<file path="config.mk">
export PLATFORM = sky130hd
export DESIGN_NAME = jkff_bank_arbiter
export DESIGN_NICKNAME = d
export VERILOG_FILES = /design/src/rtl/jkff_bank_arbiter.sv
export SDC_FILE = /design/constraint.sdc
export NUM_CORES = 1
export LEC_CHECK = 0
export ABC_AREA = 1
export CORE_ASPECT_RATIO = 0.75
export CORE_MARGIN = 4
export CORE_UTILIZATION = 46
export DETAILED_ROUTE_END_ITERATION = 10
export GPL_TIMING_DRIVEN = 0
export PLACE_DENSITY = 0.82
export SLEW_MARGIN = 5
export SYNTH_ARGS = -nofsm -noshare
export SYNTH_HDL_FRONTEND = slang
export SYNTH_SLANG_ARGS = --single-unit
</file>
<file path="constraint.sdc">
create_clock -name clk -period 3.3 [get_ports clk]
set_input_delay 0.66 -clock clk [delete_from_list [all_inputs] [get_ports clk]]
set_output_delay 0.66 -clock clk [all_outputs]
set_load 0.005 [all_outputs]
</file>
<file path="src/rtl/jkff_bank_arbiter.sv">
// Round-robin command arbiter for a bank of J/K flops with synchronous reset.
// One granted request at a time: drive the target flop for one clock, then
// read its Q back and report completion with a pass/fail check.
//
// Handshake: a requester holds req/op/idx stable until its one-cycle gnt pulse
// and drops req no later than its one-cycle done pulse; a req still high in
// IDLE is treated as a new request.
module jkff_bank_arbiter #(
  parameter int WIDTH = 8,
  parameter int NREQ  = 4,
  parameter int IW    = $clog2(WIDTH)
) (
  input  logic                 clk,
  input  logic                 asyncReset,
  input  logic [NREQ-1:0]      req,
  input  logic [2*NREQ-1:0]    op,
  input  logic [IW*NREQ-1:0]   idx,
  output logic [NREQ-1:0]      gnt,
  output logic [NREQ-1:0]      done,
  output logic                 rdData,
  output logic                 err,
  output logic                 busy,
  output logic [WIDTH-1:0]     jVec,
  output logic [WIDTH-1:0]     kVec,
  output logic [WIDTH-1:0]     syncResetVec,
  input  logic [WIDTH-1:0]     qIn
);

  localparam int PW = $clog2(NREQ);

  localparam logic [1:0] OP_RESET  = 2'b00;
  localparam logic [1:0] OP_SET    = 2'b01;
  localparam logic [1:0] OP_CLEAR  = 2'b10;
  localparam logic [1:0] OP_TOGGLE = 2'b11;

  typedef enum logic [1:0] {IDLE, DRIVE, CHECK} state_t;

  state_t          state;
  state_t          stateNext;
  logic            grantNow;

  logic [PW-1:0]   ptr;
  logic [PW-1:0]   winner;
  logic [IW-1:0]   curIdx;
  logic            curValid;
  logic            expected;

  logic            found;
  logic [PW-1:0]   selNum;
  logic [1:0]      selOp;
  logic [IW-1:0]   selIdx;
  logic            selValid;
  logic [WIDTH-1:0] selBit;
  logic            selExpect;
  logic [PW-1:0]   nextPtr;

  assign busy = (state != IDLE);

  // Round-robin search starting at ptr, plus decode of the winner's command.
  always_comb begin
    found  = 1'b0;
    selNum = '0;
    for (int k = 0; k < NREQ; k++) begin
      if (!found && req[(int'(ptr) + k) % NREQ]) begin
        found  = 1'b1;
        selNum = PW'((int'(ptr) + k) % NREQ);
      end
    end
    selOp    = op[2*int'(selNum) +: 2];
    selIdx   = idx[IW*int'(selNum) +: IW];
    selValid = (int'(selIdx) < WIDTH);
    selBit   = selValid ? (WIDTH'(1) << selIdx) : '0;
    // Toggle expects the inverse of the value seen at grant time.
    case (selOp)
      OP_SET:    selExpect = 1'b1;
      OP_TOGGLE: selExpect = selValid ? ~qIn[selIdx] : 1'b0;
      default:   selExpect = 1'b0;
    endcase
    nextPtr = (int'(selNum) == NREQ - 1) ? '0 : selNum + 1'b1;
  end

  // State register.
  always_ff @(posedge clk or posedge asyncReset) begin
    if (asyncReset) state <= IDLE;
    else            state <= stateNext;
  end

  // Next-state logic: IDLE grants on any request, DRIVE and CHECK last one cycle.
  always_comb begin
    stateNext = state;
    grantNow  = 1'b0;
    case (state)
      IDLE: begin
        if (|req) begin
          grantNow  = 1'b1;
          stateNext = DRIVE;
        end
      end
      DRIVE:   stateNext = CHECK;
      CHECK:   stateNext = IDLE;
      default: stateNext = IDLE;
    endcase
  end

  // Command capture, one-cycle drive pulse, and read-back check.
  always_ff @(posedge clk or posedge asyncReset) begin
    if (asyncReset) begin
      ptr          <= '0;
      winner       <= '0;
      curIdx       <= '0;
      curValid     <= 1'b0;
      expected     <= 1'b0;
      gnt          <= '0;
      done         <= '0;
      rdData       <= 1'b0;
      err          <= 1'b0;
      jVec         <= '0;
      kVec         <= '0;
      syncResetVec <= '0;
    end else begin
      gnt  <= '0;
      done <= '0;
      if (grantNow) begin
        winner   <= selNum;
        curIdx   <= selIdx;
        curValid <= selValid;
        expected <= selExpect;
        gnt      <= NREQ'(1) << selNum;
        ptr      <= nextPtr;
        // A bad index still gets a grant but selBit is zero, so nothing drives.
        case (selOp)
          OP_RESET:  syncResetVec <= selBit;
          OP_SET:    jVec         <= selBit;
          OP_CLEAR:  kVec         <= selBit;
          default: begin
            jVec <= selBit;
            kVec <= selBit;
          end
        endcase
      end
      if (state == DRIVE) begin
        jVec         <= '0;
        kVec         <= '0;
        syncResetVec <= '0;
      end
      if (state == CHECK) begin
        done[winner] <= 1'b1;
        if (curValid) begin
          rdData <= qIn[curIdx];
          err    <= (qIn[curIdx] != expected);
        end else begin
          rdData <= 1'b0;
          err    <= 1'b1;
        end
      end
    end
  end

endmodule

</file>
* Word-level counts from Yosys, hierarchy flattened *
Cells that the tools add are included.

cells by class
  mux-type cells = 43
  magnitude comparators = 8
  shifts and indexed selects = 4
  add/sub/neg operators = 4
  reductions and logical operators = 21
  bitwise operators = 4
  equality and inequality tests = 10
  $mul = 1

operators by type and width
  operator                                             number
  2-to-1 mux 8 bit                                     9
  < comparator 3 x 4 -> 1 bit (second input constant)  5
  2-to-1 mux 1 bit                                     17
  2-to-1 mux 2 bit                                     6
  variable part select 12 x 5 -> 3 bit                 1
  OR reduction 2 bit                                   5
  binary-select mux 1 bit (select 2 bit)               4
  2-to-1 mux 4 bit                                     2
  variable part select 8 x 4 -> 2 bit                  1
  << shifter 1 x 3 -> 8 bit (first input constant)     1
  binary-select mux 1 bit (select 3 bit)               2
  == test 2 x 1 -> 1 bit (second input constant)       3
  == test 2 bit (second input constant)                3
  < comparator 2 x 3 -> 1 bit (second input constant)  2
  AND reduction 2 bit                                  3
  nonzero test 2 bit                                   3
  adder 2 x 1 -> 2 bit (second input constant)         2
  adder 2 bit (second input constant)                  2
  logical AND 1 bit                                    4
  logical NOT 2 bit                                    2
  multiplier 2 x 2 -> 4 bit (first input constant)     1
  != test 2 x 1 -> 1 bit (second input constant)       2
  one-hot mux 2 bit (2 select lines)                   1
  OR reduction 4 bit                                   1
  9 further kinds                                      13

storage, ports and cells
  word-level logic and storage cells = 108
  input port bits = 34
  output and inout bits = 35
  register bits after elaboration = 45

* Logic depth before layout (Yosys ltp) *
Gate-level depths: netlist of run 1.

  depth in word-level cells = 20
  depth in mapped cells = 24
  depth with buffers taken out = 21

* Least setup slack after synthesis of run 1 *
OpenSTA, ideal clock, no wires.

  path kind = in2reg
  from = input port req[3]
  to = register jVec[0]
  path buffers = 2
  data arrival time = 2.223 ns
  slack = 0.953 ns
  data required time = 3.176 ns
  setup time = 0.124 ns
  stages on the path = 18
  cell sequence = inv_1 -> nand2_1 -> nand3_2 -> nand2_2 -> nor2_8 -> nand2_1 -> nand3_1 -> nand2_1 -> nand2_2 -> nand2_2 -> buf_6 -> nand3_1 -> nand2_1 -> nor2_2 -> nor2_4 -> buf_4 -> nand2_1 -> o21ai_1

on the way
  word-level cells in the longest chain between the ends = 18
  elaborated cells between the ends (all ways) = 40
  those cells by class = mul: 1; eq/ne: 2; shift: 3; mux: 23; reduce/logical: 11

RTL lines
  item                                    RTL line  text
  from (decl)                             15        input logic [NREQ-1:0] req,
  binary-select mux 1 bit (select 2 bit)  64        if (!found && req[(int'(ptr) + k) % NREQ]) begin
  2-to-1 mux 1 bit (implied by the code)  64
  2-to-1 mux 1 bit                        64
  logical NOT 1 bit                       64
  logical AND 1 bit                       64
  2-to-1 mux 1 bit                        64
  logical NOT 1 bit                       64
  logical AND 1 bit                       64
  [2 not listed]                          --
  logical AND 1 bit                       64
  2-to-1 mux 2 bit                        64
  multiplier 2 x 2 -> 4 bit               70        selIdx = idx[IW*int'(selNum) +: IW];
  variable part select 12 x 5 -> 3 bit    70
  << shifter 1 x 3 -> 8 bit               72        selBit = selValid ? (WIDTH'(1) << selIdx) : '0;
  2-to-1 mux 8 bit                        131       case (selOp)
  2-to-1 mux 8 bit                        123       if (grantNow) begin
  2-to-1 mux 8 bit                        141       if (state == DRIVE) begin
  to (signal assigned)                    133       OP_SET: jVec <= selBit;
  to (signal assigned)                    136       jVec <= selBit;
  to (decl)                               23        output logic [WIDTH-1:0] jVec,

Parallel ways exist; a longest one is shown, timed or not. The select of a mux whose other input is x is not followed.
A chain may end at the register's enable or synchronous reset.

* Worst setup path in the final report of run 1 *
  from = input port req[3]
  to = register jVec[5]

Same word-level chain as after synthesis.

==> impl_metrics.py, run 1 <==
metrics = {
    "status": {
        "run_status": "completed",
    },
    "clock_tree": {
        "cts_max_path_buffers": 2,
        "cts_num_sinks": 45,
        "cts.repair.resized": 0,
        "postCtsSetupBuffers": 0,
        "post_cts_hold_buffer_count": 0,
        "tritoncts.num_buffers": 5,
        "clkLatencyLatePin_ns": 0.29,
        "cts.reportedPaths.clkPinSlew_ns": 0.08,
        "cts_tree": "built",
        "htree_num_levels": 2,
        "cts-root-buf": "clkbuf_8",
    },
    "cells_and_area": {
        "layout-drive-gt1-share_pct": 15.4,
        "filler_cells": 460,
        "final-instance-count-excl-fill": 472,
        "areaGrowthSynthToFinish_pct": 35.2,
        "n_antenna_cell": 0,
        "final_net_count": 434,
    },
    "route": {
        "drt_iter0_drc": 101,
        "drt_via_density": 4.88,
        "route.antenna.remaining_nets": 0,
        "wl_per_cell_um": 12.6,
        "route.detailed.drc": 0,
        "detailroute.via_count": 2303,
        "drt_pre_antenna_iters": 4,
        "routed_wl_um": 5930,
    },
    "placed_design": {
        "final_hpwl_from_detailed_placement_um": 4670,
        "portBuffers": 68,
        "finalWeightedCongestion": 0.851,
        "place_inst": 464,
    },
    "setup_path": {
        "end_kind": "flop",
        "worst_ep_required_time_ns": 3.47,
        "rr_startpoint": "ptr[0]",
        "critical_path_arrival_ns": 3.04,
        "timing_endpoint_of_the_critical_path": "jVec[5]",
        "worst-setup-path-type": "in2reg",
        "worstSetupStartpoint": "req[3]",
        "timing.reg2reg.setup_slack_ns": 0.70,
        "r2r_cells": 19,
        "regToRegEndpoint": "kVec[0]",
        "path_max_fanout": 10,
        "crit_path_start_kind": "input port",
    },
    "synth": {
        "synth_largest_type_area_fraction_pct": 43.8,
        "synth_mux_area_share_pct": 0,
        "yosys_warnings": 0,
        "synth_xor_xnor_area_share_pct": 0.340,
        "synth_cells": 320,
        "synth_top_family_by_area": "simple AND/OR/NAND/NOR gates",
        "synth-seq-cells": 45,
        "post_synth_and_or_nand_nor_area_fraction_pct": 33.0,
        "area_contributors_post_synth": "dfrtp_1 44%, nand2_1 14%, nand3_1 4.7%, o21ai_1 4.7%, inv_1 4.4%",
        "syn-cell-area_sq_mm": 0.00257,
        "synthesis.area_per_instance_sq_um": 8.04,
        "ys_types": 34,
        "synth_largest_area_cell": "dfrtp_1",
        "synth_compound_area_share_pct": 12.1,
        "yosys.area_share.adder_pct": 1.94,
        "mappedNetlistNets": 358,
        "synth-seq-area-share_pct": 43.8,
    },
    "power_and_ir_drop": {
        "power_spent_charging_and_discharging_nets_mw": 2.16,
        "sequential_cell_fraction_of_total_power_pct": 19.6,
        "p_int_mw": 2.01,
        "power_frac_clock_pct": 9.8,
        "p_per_area_mw_per_mm2": 1200,
        "leakagePower_nw": 1.65,
        "netSwitchingFraction_pct": 51.8,
        "power.ir.vdd_worst_mv": 0.706,
        "combinational_share_of_power_pct": 70.6,
    },
    "sta": {
        "layout_worst_path_cycle_share_pct": 86.9,
        "grt_setup_unrepaired": "false",
        "setup_tns_ns": 0,
        "clock-skew-final_ns": 0.00632,
        "setup_viol": 0,
        "slew_headroom_pct": 47.3,
        "finalMaxSlewViolations": 0,
        "timing_worst_slew_pin_value_ns": 0.787,
        "final.min_clock_period_ns": 2.87,
        "hold_violations": 0,
        "timing.fmax_ghz": 0.349,
        "worst_hold_slack_ns": 0.479,
    },
    "floorplanning": {
        "die-width_um": 94.4,
        "start_util_pct": 47.8,
        "num_rows": 23,
        "io-pin-count": 69,
        "placeableCoreArea_sq_mm": 0.00538,
        "die_footprint_sq_mm": 0.00687,
        "floorplan.die.height_um": 72.8,
    },
    "global_routing": {
        "grt_pass1_vias": 2205,
        "global_route.usage.total_pct": 18.5,
        "pin_count_of_the_biggest_net_entering_global_routing": 42,
        "grt-ovfl-total": 0,
        "wire_length_of_the_first_global_routing_pass_um": 10100,
        "antenna_found_initial": 0,
    },
    "job": {
        "max_cap_viol_count": 0,
    },
    "worst_hold_path": {
        "min_path_type": "reg2reg",
    },
}
==> final cells by class <==
class	count	area [sq um]	area share, %
Tap cell	75	93.8	2.70
Timing Repair Buffer	69	701	20.1
Inverter	38	148	4.24
Buffer	8	82.6	2.37
Clock inverter	2	38.8	1.11
Clock buffer	6	72.6	2.09
Multi-Input combinational cell	229	1220	35.0
Sequential cell	45	1130	32.4
==> power by group through the flow <==
stage | Clock [mW] | Combinational (mW) | Sequential (mW)
floorplan | 0 | 2.19 | 0.817
detailed placement | 0 | 2.93 | 0.826
CTS | 0.411 | 2.95 | 0.817
global placement | 0 | 2.85 | 0.823
global route | 0.438 | 3.34 | 0.836
finish | 0.409 | 2.94 | 0.817
==> worst min path at each step <==
stage / startpoint / to / depth (start not counted)
2_1_floorplan: winner[0] / done[2] / 1
6_report: winner[0] / done[2] / 1
3_3_place_gp: winner[0] / done[2] / 1
3_5_place_dp: curValid / curValid / 1
4_1_cts: curValid / curValid / 1
5_1_grt: winner[0] / done[0] / 1
==> synthesized netlist by cell type <==
cell	count
nor2_4	1
nand3b_1	3
o21ai_2	3
xnor2_1	1
inv_1	30
nand2_1	97
nor4_1	1
nand3_2	3
nand3_1	24
o22ai_1	1
o21bai_1	1
nor2_2	3
buf_8	1
clkbuf_1	1
nand2_4	4
inv_4	2
nand2_2	16
buf_4	1
nand4_1	1
o21ai_0	11
a31oi_4	1
a21oi_4	1
o21ai_4	2
nor2_8	1
a21oi_1	5
o21ai_1	24
ha_1	4
dfrtp_1	45
buf_6	5
nand4_4	1
or2_2	1
inv_2	6
nor2_1	15
nor3_1	4
==> kinds of logic after synthesis <==
logic type,after synthesis
xor gates and xnor gates,1
buffers and inverters,46
adders and majority gates,4
DFF,45
AOI/OAI and AO/OA,49
and+or+nand+nor,175
==> critical path: stages <==
cell and delay, ns:
clkdlybuf4s50_1 0.52, inv_1 0.07, nand2_1 0.09, nand3_2 0.10, nand2_2 0.17, inv_2 0.05
nand2_1 0.05, nand2_1 0.06, nand2_2 0.13, nand2_4 0.10, inv_4 0.13, nor2_1 0.06
o21ai_1 0.11, nand2_1 0.13, nor2_2 0.18, nor2_4 0.08, buf_4 0.22, nand2_1 0.06
o21ai_1 0.06
==> through the flow <==
step	total power [mW]	util (%)	setup WS, ns	cell area, sq um
CTS	4.18	64.7	0.424	3480
floorplan	3.01	-	0.953	2570
global route	4.62	64.7	0.146	3480
finish	4.17	64.7	0.433	3480
global placement	3.67	62.2	0.171	3350
detailed placement	3.75	62.6	0.133	3370
==> flip-flops by register name (all words and copies together) (netlist names) <==
signal and flops:
expected 1, done 4, kVec 8, jVec 8, rdData 1, ptr 2, winner 2, gnt 4
syncResetVec 8, err 1, state 2, curIdx 3, curValid 1
==> cells in the final DEF, fill, tap and decap left out, drive strengths merged, types with 2 or more instances in the layout <==
master	count
dfrtp	45
clkdlybuf4s50	68
o21ai	40
nor3	4
nand3b	3
nor2	20
ha	4
inv	38
nand3	27
a21oi	6
clkbuf	7
nand2	117
nand4	2
buf	8
==> metal layers <==
layer	vias to the layer above	part of all wire (%)	global-route usage, %	wire (um)
li1	1173	-	-	-
met1	1053	46	25.7	2730
met2	70	47	30.5	2790
met3	7	6.1	3.30	364
met4	0	0.91	4.33	54
met5	-	0	0	0
Note: power is estimated with default switching activity, not from simulation.
==> run 2, diff against run 1 <==
--- a/config.mk
+++ b/config.mk
@@ -9,9 +9,11 @@
 export CORE_ASPECT_RATIO = 0.75
 export CORE_MARGIN = 4
 export CORE_UTILIZATION = 46
+export CTS_CLUSTER_DIAMETER = 120
 export DETAILED_ROUTE_END_ITERATION = 10
 export GPL_TIMING_DRIVEN = 0
 export PLACE_DENSITY = 0.82
+export SETUP_SLACK_MARGIN = 0.5
 export SLEW_MARGIN = 5
 export SYNTH_ARGS = -nofsm -noshare
 export SYNTH_HDL_FRONTEND = slang
==> impl_metrics.py, run 2 (synthesis gave the netlist of run 1 again) <==
metrics = {
    "job": {
        "max_cap_viol_count": 0,
    },
    "global_routing": {
        "grt-ovfl-total": 0,
        "grt_pass1_vias": 2246,
        "wire_length_of_the_first_global_routing_pass_um": 10300,
        "global_route.usage.total_pct": 18.9,
        "pin_count_of_the_biggest_net_entering_global_routing": 42,
        "antenna_found_initial": 0,
    },
    "cells_and_area": {
        "layout_common_cells": "96 x nand2_1, 64 x clkdlybuf4s50_1, 45 x dfrtp_1",
        "layout-drive-gt1-share_pct": 17.8,
        "areaGrowthSynthToFinish_pct": 39.0,
        "finish.instance_area_sq_mm": 0.00358,
        "mostFrequentLayoutCell": "nand2_1",
        "n_antenna_cell": 0,
        "final_net_count": 442,
        "largest_registers_in_the_final_layout": "jVec (8), kVec (8), syncResetVec (8)",
    },
    "power_and_ir_drop": {
        "power.ir.vdd_worst_mv": 0.717,
        "power_frac_clock_pct": 9.2,
        "p_int_mw": 2.18,
        "power_spent_charging_and_discharging_nets_mw": 2.26,
        "sequential_cell_fraction_of_total_power_pct": 18.4,
        "netSwitchingFraction_pct": 50.9,
        "combinational_share_of_power_pct": 72.4,
        "p_per_area_mw_per_mm2": 1240,
        "leakagePower_nw": 1.73,
    },
    "route": {
        "route.detailed.drc": 0,
        "routed_wl_um": 6110,
        "drt_pre_antenna_iters": 4,
        "drt_via_density": 4.85,
        "drt_iter0_drc": 121,
        "wl_per_cell_um": 12.7,
        "detailroute.via_count": 2328,
        "route.antenna.remaining_nets": 0,
    },
    "floorplanning": {
        "io-pin-count": 69,
        "placeableCoreArea_sq_mm": 0.00538,
        "start_util_pct": 47.8,
        "num_rows": 23,
        "floorplan.die.height_um": 72.8,
        "die_footprint_sq_mm": 0.00687,
        "die-width_um": 94.4,
    },
    "placed_design": {
        "final_hpwl_from_detailed_placement_um": 4670,
        "finalWeightedCongestion": 0.851,
        "portBuffers": 68,
        "dpl_cell_area_sq_mm": 0.00337,
    },
    "setup_path": {
        "cp_cell_sequence": "buf_6 -> inv_4 -> buf_8 -> nand2_2 -> nand3_1 -> nand2_4 -> nor2_8 -> nand3_1 -> nand2_1 -> nand2_2 -> nand2_2 -> buf_6 -> nand3_1 -> nand2_2 -> inv_2 -> nor2_2 -> nand3_1 -> o21ai_1",
        "worst-setup-path-type": "reg2reg",
        "worst-path-buf-inv": 5,
        "worst_ep_required_time_ns": 3.52,
        "critical_path.top_delay_family": "simple AND/OR/NAND/NOR gates",
        "critical-path-slowest-cell": "dfrtp_1",
        "r2r_cells": 18,
        "timing.reg2reg.setup_slack_ns": 0.78,
        "end_kind": "flop",
        "regToRegEndpoint": "syncResetVec[0]",
        "critical_path_arrival_ns": 2.74,
        "crit_path_start_kind": "flop",
        "rr_startpoint": "ptr[0]",
        "critPathMaxStageDelay_ns": 0.38,
        "path_max_fanout": 11,
    },
    "worst_hold_path": {
        "hold_path_end": "done[2]",
        "min_delay_path_depth": 1,
        "holdCritStartpoint": "winner[0]",
        "min_path_type": "reg2reg",
    },
    "sta": {
        "setup_tns_ns": 0,
        "setup_viol": 0,
        "final.min_clock_period_ns": 2.52,
        "grt_setup_unrepaired": "false",
        "hold_violations": 0,
        "finalMaxSlewViolations": 0,
        "timing_worst_slew_pin_value_ns": 0.778,
        "timing.fmax_ghz": 0.397,
        "slew_headroom_pct": 47.9,
        "clock-skew-final_ns": 0.00618,
        "layout_worst_path_cycle_share_pct": 76.3,
    },
    "clock_tree": {
        "clkLatencyLatePin_ns": 0.29,
        "post_cts_hold_buffer_count": 0,
        "cts.reportedPaths.clkPinSlew_ns": 0.08,
        "tritoncts.num_buffers": 5,
        "htree_num_levels": 2,
        "cts_tree": "built",
        "cts_max_path_buffers": 2,
        "cts-root-buf": "clkbuf_8",
        "cts_num_sinks": 45,
    },
    "status": {
        "run_status": "completed",
    },
}
## run 2: cell types whose count changed in the layout (fill, tap and decap cells not counted), sizes merged
cell | before | now
buf | 8 | 16
clkdlybuf4s50 | 68 | 64
dlymetal6s2s | 0 | 4
## run 2: timing repair
item	CTS	global route
gates resized for setup	4	7
buffers inserted	4	4
pin swaps	2	4
endpoints found under the setup margin	24	25
## run 2: layout make-up
class	count	area [sq um]
Buffer	8	86.3
Clock buffer	6	72.6
Clock inverter	2	38.8
Fill cell	434	1800
Inverter	38	148
Multi-Input combinational cell	229	1240
Sequential cell	45	1130
Tap cell	75	93.8
Timing Repair Buffer	77	771
## run 2: power by group through the flow
stage	registers, mW	clock network [mW]	logic [mW]
2_1_floorplan	0.817	0	2.19
4_1_cts	0.817	0.411	3.08
3_3_place_gp	0.823	0	2.85
5_1_grt	0.836	0.438	3.61
6_report	0.817	0.406	3.21
3_5_place_dp	0.826	0	2.93
## run 2: worst max-delay path by stage
stage	startpoint	to	slack (ns)	cells after the start
finish	ptr[0]	syncResetVec[0]	0.78	18
floorplan	req[3]	jVec[0]	0.95	18
CTS	req[1]	jVec[5]	0.49	19
global placement	req[3]	jVec[5]	0.17	19
global route	ptr[0]	jVec[7]	0.52	19
detailed placement	req[3]	jVec[5]	0.13	19
## run 2: through the flow
stage,hold slack [ns],cells,worst slack (ns),power [mW],utilization [%]
floorplan,0.433,320,0.953,3.01,-
global placement,0.445,463,0.171,3.67,62.2
finish,0.479,480,0.783,4.43,66.5
CTS,0.484,476,0.494,4.30,65.5
global route,0.499,480,0.522,4.89,66.5
detailed placement,0.464,464,0.133,3.75,62.6
## run 2: layer usage
layer  share of wire, %  GRT usage, %
met5                  0             0
met4               0.65          4.01
met3                6.3          2.89
met2                 48          31.8
met1                 45          26.0
